**src/rtl/uart_pkg.sv**
```systemverilog
// Shared UART definitions: receiver FSM states, baud_set encodings and the
// elaboration-time baud divisor function used by the 16x oversampling logic.
package uart_pkg;

  typedef enum logic [2:0] {
    IDLE,
    START,
    DATA,
    PARITY,
    STOP
  } rx_state_t;

  typedef enum logic [2:0] {
    BAUD_9600   = 3'd0,
    BAUD_19200  = 3'd1,
    BAUD_38400  = 3'd2,
    BAUD_57600  = 3'd3,
    BAUD_115200 = 3'd4
  } baud_sel_t;

  localparam int SAMPLE_LO = 6;
  localparam int SAMPLE_HI = 12;
  localparam int SUB_LAST  = 15;

  // Codes 5..7 fall back to the fastest rate, matching the transmitter.
  function automatic int baud_rate(input logic [2:0] sel);
    int rate;
    case (sel)
      BAUD_9600:  rate = 9600;
      BAUD_19200: rate = 19200;
      BAUD_38400: rate = 38400;
      BAUD_57600: rate = 57600;
      default:    rate = 115200;
    endcase
    return rate;
  endfunction

  function automatic int baud_div(input int clk_freq, input logic [2:0] sel);
    int rate;
    rate = baud_rate(sel);
    return (clk_freq + 8 * rate) / (16 * rate);
  endfunction

endpackage

```
**src/rtl/uart_byte_rx_if.sv**
```systemverilog
// Receiver result bundle: the received byte plus its one-cycle status strobes.
interface uart_byte_rx_if;
  logic [7:0] data_byte;
  logic       rx_done;
  logic       frame_err;
  logic       parity_err;
  logic       uart_state;

  modport master (
    output data_byte,
    output rx_done,
    output frame_err,
    output parity_err,
    output uart_state
  );

  modport slave (
    input data_byte,
    input rx_done,
    input frame_err,
    input parity_err,
    input uart_state
  );
endinterface

```
**src/rtl/uart_baud_tick.sv**
```systemverilog
// 16x subsample tick generator: counts 0..div-1 and pulses tick on the last count.
module uart_baud_tick #(
  parameter int DIV_W = 16
) (
  input  logic             clk,
  input  logic             rst,
  input  logic             clear,
  input  logic             enable,
  input  logic [DIV_W-1:0] div,
  output logic             tick
);

  logic [DIV_W-1:0] cnt;

  assign tick = enable && (cnt == div - 1'b1);

  // Held at zero while disabled so every frame starts on a fresh subsample.
  always_ff @(posedge clk) begin
    if (rst || clear || !enable) begin
      cnt <= '0;
    end else if (tick) begin
      cnt <= '0;
    end else begin
      cnt <= cnt + 1'b1;
    end
  end

endmodule

```
**src/rtl/uart_byte_rx.sv**
```systemverilog
// 8N1 UART byte receiver with 16x oversampling and 7-sample majority voting.
// Define UART_RX_PARITY_EN to add a parity bit between data and stop.
module uart_byte_rx
  import uart_pkg::*;
#(
  parameter int CLK_FREQ   = 20_000_000,
  parameter int OVERSAMPLE = 16
`ifdef UART_RX_PARITY_EN
  , parameter bit PARITY_ODD = 1'b0
`endif
) (
  input  logic           clk,
  input  logic           rst,
  input  logic [2:0]     baud_set,
  input  logic           rs232_rx,
  uart_byte_rx_if.master rx_if
);

  localparam int SUB_W = $clog2(OVERSAMPLE);

  localparam logic [15:0] DIV_9600   = 16'(baud_div(CLK_FREQ, BAUD_9600));
  localparam logic [15:0] DIV_19200  = 16'(baud_div(CLK_FREQ, BAUD_19200));
  localparam logic [15:0] DIV_38400  = 16'(baud_div(CLK_FREQ, BAUD_38400));
  localparam logic [15:0] DIV_57600  = 16'(baud_div(CLK_FREQ, BAUD_57600));
  localparam logic [15:0] DIV_115200 = 16'(baud_div(CLK_FREQ, BAUD_115200));

  logic             sync1;
  logic             sync2;
  logic             rx_prev;
  logic             start_edge;

  rx_state_t        state;
  logic [15:0]      div_sel;
  logic [15:0]      div_lat;
  logic             tick;
  logic [SUB_W-1:0] sub_idx;
  logic [2:0]       bit_idx;
  logic [2:0]       vote_sum;
  logic [2:0]       vote_next;
  logic             in_window;
  logic             majority;
  logic [7:0]       shift_reg;

  logic [7:0]       data_q;
  logic             rx_done_q;
  logic             frame_err_q;
  logic             busy_q;
`ifdef UART_RX_PARITY_EN
  logic             par_bit;
  logic             parity_err_q;
`endif

  // Two flops resolve metastability; the third gives the previous sample.
  always_ff @(posedge clk) begin
    if (rst) begin
      sync1   <= 1'b1;
      sync2   <= 1'b1;
      rx_prev <= 1'b1;
    end else begin
      sync1   <= rs232_rx;
      sync2   <= sync1;
      rx_prev <= sync2;
    end
  end

  assign start_edge = rx_prev && !sync2;

  always_comb begin
    div_sel = DIV_115200;
    case (baud_set)
      BAUD_9600:  div_sel = DIV_9600;
      BAUD_19200: div_sel = DIV_19200;
      BAUD_38400: div_sel = DIV_38400;
      BAUD_57600: div_sel = DIV_57600;
      default:    div_sel = DIV_115200;
    endcase
  end

  uart_baud_tick #(
    .DIV_W (16)
  ) u_baud_tick (
    .clk    (clk),
    .rst    (rst),
    .clear  ((state == IDLE) && start_edge),
    .enable (state != IDLE),
    .div    (div_lat),
    .tick   (tick)
  );

  // The vote includes the sample taken on the deciding subsample itself.
  assign in_window = (sub_idx >= SUB_W'(SAMPLE_LO)) && (sub_idx <= SUB_W'(SAMPLE_HI));
  assign vote_next = vote_sum + {2'b00, sync2};
  assign majority  = (vote_next >= 3'd4);

  always_ff @(posedge clk) begin
    if (rst) begin
      state       <= IDLE;
      div_lat     <= DIV_115200;
      sub_idx     <= '0;
      bit_idx     <= '0;
      vote_sum    <= '0;
      shift_reg   <= '0;
      data_q      <= '0;
      rx_done_q   <= 1'b0;
      frame_err_q <= 1'b0;
      busy_q      <= 1'b0;
`ifdef UART_RX_PARITY_EN
      par_bit      <= 1'b0;
      parity_err_q <= 1'b0;
`endif
    end else begin
      rx_done_q   <= 1'b0;
      frame_err_q <= 1'b0;
`ifdef UART_RX_PARITY_EN
      parity_err_q <= 1'b0;
`endif

      if (tick) begin
        sub_idx <= (sub_idx == SUB_W'(SUB_LAST)) ? '0 : sub_idx + 1'b1;
        if (in_window) begin
          vote_sum <= vote_next;
        end
      end

      case (state)
        IDLE: begin
          if (start_edge) begin
            state    <= START;
            busy_q   <= 1'b1;
            div_lat  <= div_sel;
            sub_idx  <= '0;
            bit_idx  <= '0;
            vote_sum <= '0;
          end
        end

        START: begin
          if (tick) begin
            if (sub_idx == SUB_W'(SAMPLE_HI) && majority) begin
              state  <= IDLE;
              busy_q <= 1'b0;
            end else if (sub_idx == SUB_W'(SUB_LAST)) begin
              state    <= DATA;
              bit_idx  <= '0;
              vote_sum <= '0;
            end
          end
        end

        DATA: begin
          if (tick) begin
            if (sub_idx == SUB_W'(SAMPLE_HI)) begin
              shift_reg[bit_idx] <= majority;
            end
            if (sub_idx == SUB_W'(SUB_LAST)) begin
              vote_sum <= '0;
              bit_idx  <= bit_idx + 1'b1;
              if (bit_idx == 3'd7) begin
`ifdef UART_RX_PARITY_EN
                state <= PARITY;
`else
                state <= STOP;
`endif
              end
            end
          end
        end

`ifdef UART_RX_PARITY_EN
        PARITY: begin
          if (tick) begin
            if (sub_idx == SUB_W'(SAMPLE_HI)) begin
              par_bit <= majority;
            end
            if (sub_idx == SUB_W'(SUB_LAST)) begin
              vote_sum <= '0;
              state    <= STOP;
            end
          end
        end
`endif

        // Decide at subsample 12 so a zero-gap following start bit is not missed.
        STOP: begin
          if (tick && sub_idx == SUB_W'(SAMPLE_HI)) begin
            state  <= IDLE;
            busy_q <= 1'b0;
            if (majority) begin
              data_q    <= shift_reg;
              rx_done_q <= 1'b1;
`ifdef UART_RX_PARITY_EN
              parity_err_q <= par_bit ^ (^shift_reg) ^ PARITY_ODD;
`endif
            end else begin
              frame_err_q <= 1'b1;
            end
          end
        end

        default: begin
          state  <= IDLE;
          busy_q <= 1'b0;
        end
      endcase
    end
  end

  assign rx_if.data_byte  = data_q;
  assign rx_if.rx_done    = rx_done_q;
  assign rx_if.frame_err  = frame_err_q;
  assign rx_if.uart_state = busy_q;
`ifdef UART_RX_PARITY_EN
  assign rx_if.parity_err = parity_err_q;
`else
  assign rx_if.parity_err = 1'b0;
`endif

endmodule

```
**src/flat_wrapper.sv**
```systemverilog
// flat-port wrapper written by rule: the top's interface ports become plain ports
module uart_byte_rx_flat import uart_pkg::*;
#(
  parameter int CLK_FREQ   = 20_000_000,
  parameter int OVERSAMPLE = 16

)
  (clk, rst, baud_set, rs232_rx, rx_if_data_byte, rx_if_rx_done, rx_if_frame_err, rx_if_parity_err, rx_if_uart_state);
  uart_byte_rx_if rx_if_i ();
  input  logic clk;
  input  logic rst;
  input  logic [2:0] baud_set;
  input  logic rs232_rx;
  output wire logic [$bits(rx_if_i.data_byte)-1:0] rx_if_data_byte;
  output wire logic [$bits(rx_if_i.rx_done)-1:0] rx_if_rx_done;
  output wire logic [$bits(rx_if_i.frame_err)-1:0] rx_if_frame_err;
  output wire logic [$bits(rx_if_i.parity_err)-1:0] rx_if_parity_err;
  output wire logic [$bits(rx_if_i.uart_state)-1:0] rx_if_uart_state;
  assign rx_if_data_byte = rx_if_i.data_byte;
  assign rx_if_rx_done = rx_if_i.rx_done;
  assign rx_if_frame_err = rx_if_i.frame_err;
  assign rx_if_parity_err = rx_if_i.parity_err;
  assign rx_if_uart_state = rx_if_i.uart_state;
  uart_byte_rx #(.CLK_FREQ(CLK_FREQ), .OVERSAMPLE(OVERSAMPLE)) u_core (.clk(clk), .rst(rst), .baud_set(baud_set), .rs232_rx(rs232_rx), .rx_if(rx_if_i));
endmodule
```
**config.mk**
```make
export PLATFORM = sky130hd
export DESIGN_NAME = uart_byte_rx_flat
export DESIGN_NICKNAME = d
export VERILOG_FILES = /design/src/rtl/uart_pkg.sv /design/src/rtl/uart_byte_rx_if.sv /design/src/rtl/uart_baud_tick.sv /design/src/rtl/uart_byte_rx.sv /design/src/flat_wrapper.sv
export SDC_FILE = /design/constraint.sdc
export NUM_CORES = 1
export LEC_CHECK = 0
export CAP_MARGIN = 5
export CORE_MARGIN = 10
export CORE_UTILIZATION = 44
export DETAILED_ROUTE_END_ITERATION = 12
export SYNTH_ARGS = -nofsm -noshare
export SYNTH_HDL_FRONTEND = slang
export SYNTH_SLANG_ARGS = --single-unit
```
**constraint.sdc**
```tcl
create_clock -name clk -period 6.15 [get_ports clk]
set_input_delay 0.9225 -clock clk [delete_from_list [all_inputs] [get_ports clk]]
set_output_delay 0.9225 -clock clk [all_outputs]
set_load 0.01 [all_outputs]
```
## Word-level counts from Yosys, hierarchy flattened

Cells that the tools add are included.
W data, S select, Z words.

- $add $sub $neg: 5
- $lt $le $gt $ge: 5
- Equality and inequality tests: 20
- Mux-type cells: 39
- Bitwise logic cells: 3
- Reduce and logical (&&, ||, !) cells: 23

Operators by type and width:

| cell | count |
|---|---|
| $mux W3 | 21 |
| $pmux W8 S4 | 1 |
| $pmux W3 S3 | 2 |
| $add A16 B1 Y16 const B | 1 |
| $eq A16 B16 Y1 | 1 |
| $mux W4 | 4 |
| $ne A2 B1 Y1 const B | 8 |
| $sub A16 B1 Y16 const B | 1 |
| $reduce_and A7 Y1 | 2 |
| $pmux W3 S4 | 1 |
| $eq A3 B2 Y1 const B | 3 |
| $bwmux W8 | 1 |
| $eq A4 B4 Y1 const B | 2 |
| $logic_and A1 B1 Y1 | 7 |
| $mux W1 | 7 |
| $eq A3 B1 Y1 const B | 2 |
| $eq A3 B3 Y1 const B | 2 |
| $logic_not A3 Y1 | 2 |
| $reduce_and A3 Y1 | 2 |
| $reduce_bool A3 Y1 | 2 |
| $reduce_and A5 Y1 | 1 |
| $add A4 B1 Y4 const B | 1 |
| $ge A4 B3 Y1 const B | 1 |
| $le A4 B4 Y1 const B | 1 |
| 15 further kinds | 19 |

- Register bits after elaboration: 67

## Logic depth before layout (Yosys ltp)

- Word-level depth: 8
- Depth in mapped cells: 11
- Mapped depth without buffers: 9

## By module

A second synthesis with hierarchy kept.

- Cell total of the unflattened synthesis: 377
- Area, all modules: 3214.3 um2

By module, submodules not included:

| module | instances | cells an instance | area each (um2) |
|---|---|---|---|
| uart_byte_rx | 1 | 223 | 1981.9 |
| uart_baud_tick | 1 | 154 | 1232.4 |

## Worst setup path after synthesis

Ideal clock, no wire load.

- Path type: reg-to-reg
- Start point: register u_core.div_lat[0]
- End point: register u_core.bit_idx[0]
- Library setup time: 0.123 ns
- Data arrival time: 2.813 ns
- Path slack: 3.214 ns
- Stages on the path, launching flop included: 10
- Period minus slack after synthesis: 2.936 ns
- Cells stage by stage: dfxtp_1 or4_1 nor3_1 ha_1 xor2_1 nand2_1 a2111oi_4 nand4_1 a211oi_4 mux2_1

- Cells in the longest elaborated chain, start to end: 5

Ends and longest elaborated chain:

| element | line | text |
|---|---|---|
| start, declared | uart_byte_rx.sv:34 | `logic [15:0] div_lat;` |
| start signal, assigned | uart_byte_rx.sv:130 | `div_lat <= div_sel;` |
| $sub A16 B1 Y16 * | uart_baud_tick.sv:15 | `assign tick = enable && (cnt == div - 1'b1);` |
| $eq A16 B16 Y1 * | uart_baud_tick.sv:15 |  |
| $logic_and A1 B1 Y1 * | uart_baud_tick.sv:15 |  |
| $ne A2 B1 Y1 (no line) | - |  |
| $reduce_and A7 Y1 (no line) * | - |  |
| end signal, assigned | uart_byte_rx.sv:157 | `bit_idx <= bit_idx + 1'b1;` |
| end, declared | uart_byte_rx.sv:37 | `logic [2:0] bit_idx;` |

Mark *: on every way between the ends. The rest lies on a longest branch, timed or not.
A chain may end at the register's enable or synchronous reset.

## Worst setup path in the final report

- Start point: register u_core.div_lat[0]
- End point: register u_core.shift_reg[6]

- Cells in the longest elaborated chain, start to end: 4

Ends and longest elaborated chain:

| element | line | text |
|---|---|---|
| $sub A16 B1 Y16 | uart_baud_tick.sv:15 |  |
| $eq A16 B16 Y1 | uart_baud_tick.sv:15 |  |
| $logic_and A1 B1 Y1 | uart_baud_tick.sv:15 |  |
| $reduce_and A3 Y1 (no line) | - |  |
| end signal, assigned by index | uart_byte_rx.sv:153 | `shift_reg[bit_idx] <= majority;` |
| end, declared | uart_byte_rx.sv:42 | `logic [7:0] shift_reg;` |

Every way passes these cells.

==> results.ini <==
[outcome]
status=completed

[synth]
syn-instance-count=348
ys_ff_latch=58
synth_fp_nets=363
synth_edf_count=0
synth_ff_type=dfxtp_1
ys_types=47
avgSynthCellArea_um2=8.492
netlist_area_um2=2955
yosysSeqAreaShare=0.3929
synth_warnings=0
synthArstFlopShare=0

[clock_network]
cts_max_level=3
clock-root-buffer=clkbuf_8
cts_resized=0
clk_latency_ns=0.35
cts_buffers=9
cts.clk_slew.worst_paths_ns=0.07
clock-sinks=58
cts_buffer_depth=2
cts_setup_buffers=0
cts_tree=yes
ctsHoldBuffers=0

[final_layout]
fin_util=0.5260
layout_commonest_cell=dfxtp_1
antenna_cells=0
nNetsFinal=376
final_cell_area_um2=3378
final_cell_mix=dfxtp_1 (58), nor2_1 (37), nand2_1 (25)
largest_reg_flops=16
syn_to_final_growth_pct=14.31
drive_above_1_share=0.07104

[timing]
final_hold_viol_count=0
fin_tns_setup_ns=0
fin_skew_ns=0.01082
period_needed_ns=3.520
rsz0062_at_grt=no
hold_ws_ns=0.4112
setup_viol=0
clock.fmax_mhz=284.1
slew_viol_final=0
max-slew-margin-rel=0.5819
fin_crit_sh=0.5723
worstMarginPinSlew_ns=0.6219

[global_routing]
antenna_found_initial=0
grt_pass1_vias=2376
grt_max_degree=47
overflow=0
grt_pass1_wl_um=11490
grt.total_usage=0.1379

[power_and_ir_drop]
ir_drop_mv=0.2262
leakagePower_nw=1.181
power_w=0.0008100
powerDensity_nw_per_um2=239.8

[die]
row_count=29
initial_core_util=0.4602
design.core.area_um2=6422
die_area_um2=10390
die_height_um=102.0
die_x_um=102.0
boundaryPins=18

[drt]
first_pass_iters=4
antenna_left=0
drt_iter0_drc=105
wl_met3_um=265
drcViolationCount=0
wl_per_cell_um=15.05
drt-met1-wl_um=3038
vias_per_cell=5.503
dr_wl_met2_um=3263
wl_um=6666
num_vias=2438
top_layer=met4

[worst_setup_path]
criticalPathCategory=register to register
cp_slowest_stage_delay_ns=0.58
critPathRequiredTime_ns=6.41
critPathLaunchType=register
cp_max_fo=20
cp-end-kind=register
cp_top_family=simple AND/OR/NAND/NOR gates
worstPathArrival_ns=3.78
cp_cell_sequence=or4_1, nor3_1, ha_1, xor2_1, nand2_1, a2111oi_4, nand4_1, buf_4, nor4_1, mux2i_1
cpMaxStageDelayCell=or4_1
critPathBufInv=1

[placed_design]
hpwl_um=4734
io_buffers=16
routabilityCongestion=0.7809
dpl_cell_area_um2=3159

[hold_path]
hold_path_class=register to register

[job]
drv_cap=0

power breakdown:
group          internal, W  switching [W]
clock network     0.000238       0.000154
logic            0.0000157      0.0000207
registers         0.000379     0.00000355
total             0.000632       0.000178
final cells by class:
class	count	area [um2]
timing repair buffer	18	175.2
multi-input combinational	269	1708
fill	593	3044
inverter	5	18.77
tap	77	96.34
sequential	58	1161
clock inverter	5	77.57
clock buffer	11	141.4
metal layers:
layer	GRT usage	vias up
li1	-	1251
met4	0.05423	0
met1	0.1579	1137
met2	0.2291	39
met5	0	-
met3	0.05128	11
per-stage QoR:
step | std cells | setup slack, ns
2_1_floorplan | 348 | 3.214
3_3_place_gp | 427 | 2.769
3_5_place_dp | 427 | 2.651
4_1_cts | 443 | 2.615
5_1_grt | 443 | 2.363
6_report | 443 | 2.630
kinds of logic after synthesis:
family / share of synthesized area
AND/OR/NAND/NOR: 0.2972
flip-flops: 0.3929
AO/OA/AOI/OAI: 0.1194
XOR/XNOR: 0.07705
buffers and inverters: 0.02921
multiplexers: 0.04488
adder cells (fa/ha/maj): 0.03810
other: 0.001269
cell usage after synthesis, types with 3 or more instances:
library cell | count | area [um2]
a211oi_1 | 6 | 45.04
and3_1 | 10 | 62.56
o21ai_0 | 18 | 90.09
nand4_1 | 5 | 31.28
mux2i_1 | 11 | 110.1
inv_1 | 5 | 18.77
nand3b_1 | 4 | 30.03
nor2b_1 | 4 | 25.02
nor2_1 | 37 | 138.9
nor4_1 | 6 | 37.54
nand2b_1 | 15 | 93.84
or3_1 | 7 | 43.79
nand2_1 | 25 | 93.84
clkbuf_1 | 11 | 41.29
and2_1 | 6 | 37.54
xor2_1 | 12 | 105.1
buf_2 | 3 | 15.01
dfxtp_1 | 58 | 1161
or2_2 | 4 | 25.02
nor3_1 | 12 | 60.06
a21oi_1 | 17 | 85.08
nand3_1 | 20 | 100.1
ha_1 | 9 | 112.6
xnor2_1 | 14 | 122.6
worst paths after layout:
kind	from	endpoint	slack (ns)	depth (start not counted)
setup reg to reg	u_core.div_lat[0]	u_core.shift_reg[6]	2.63	10
hold reg to reg	u_core.sync1	u_core.sync2	0.41	1
setup / recovery	u_core.div_lat[0]	u_core.shift_reg[6]	2.63	10
hold / removal	u_core.sync1	u_core.sync2	0.41	1
No activity file was read; power rests on OpenSTA's default activity.
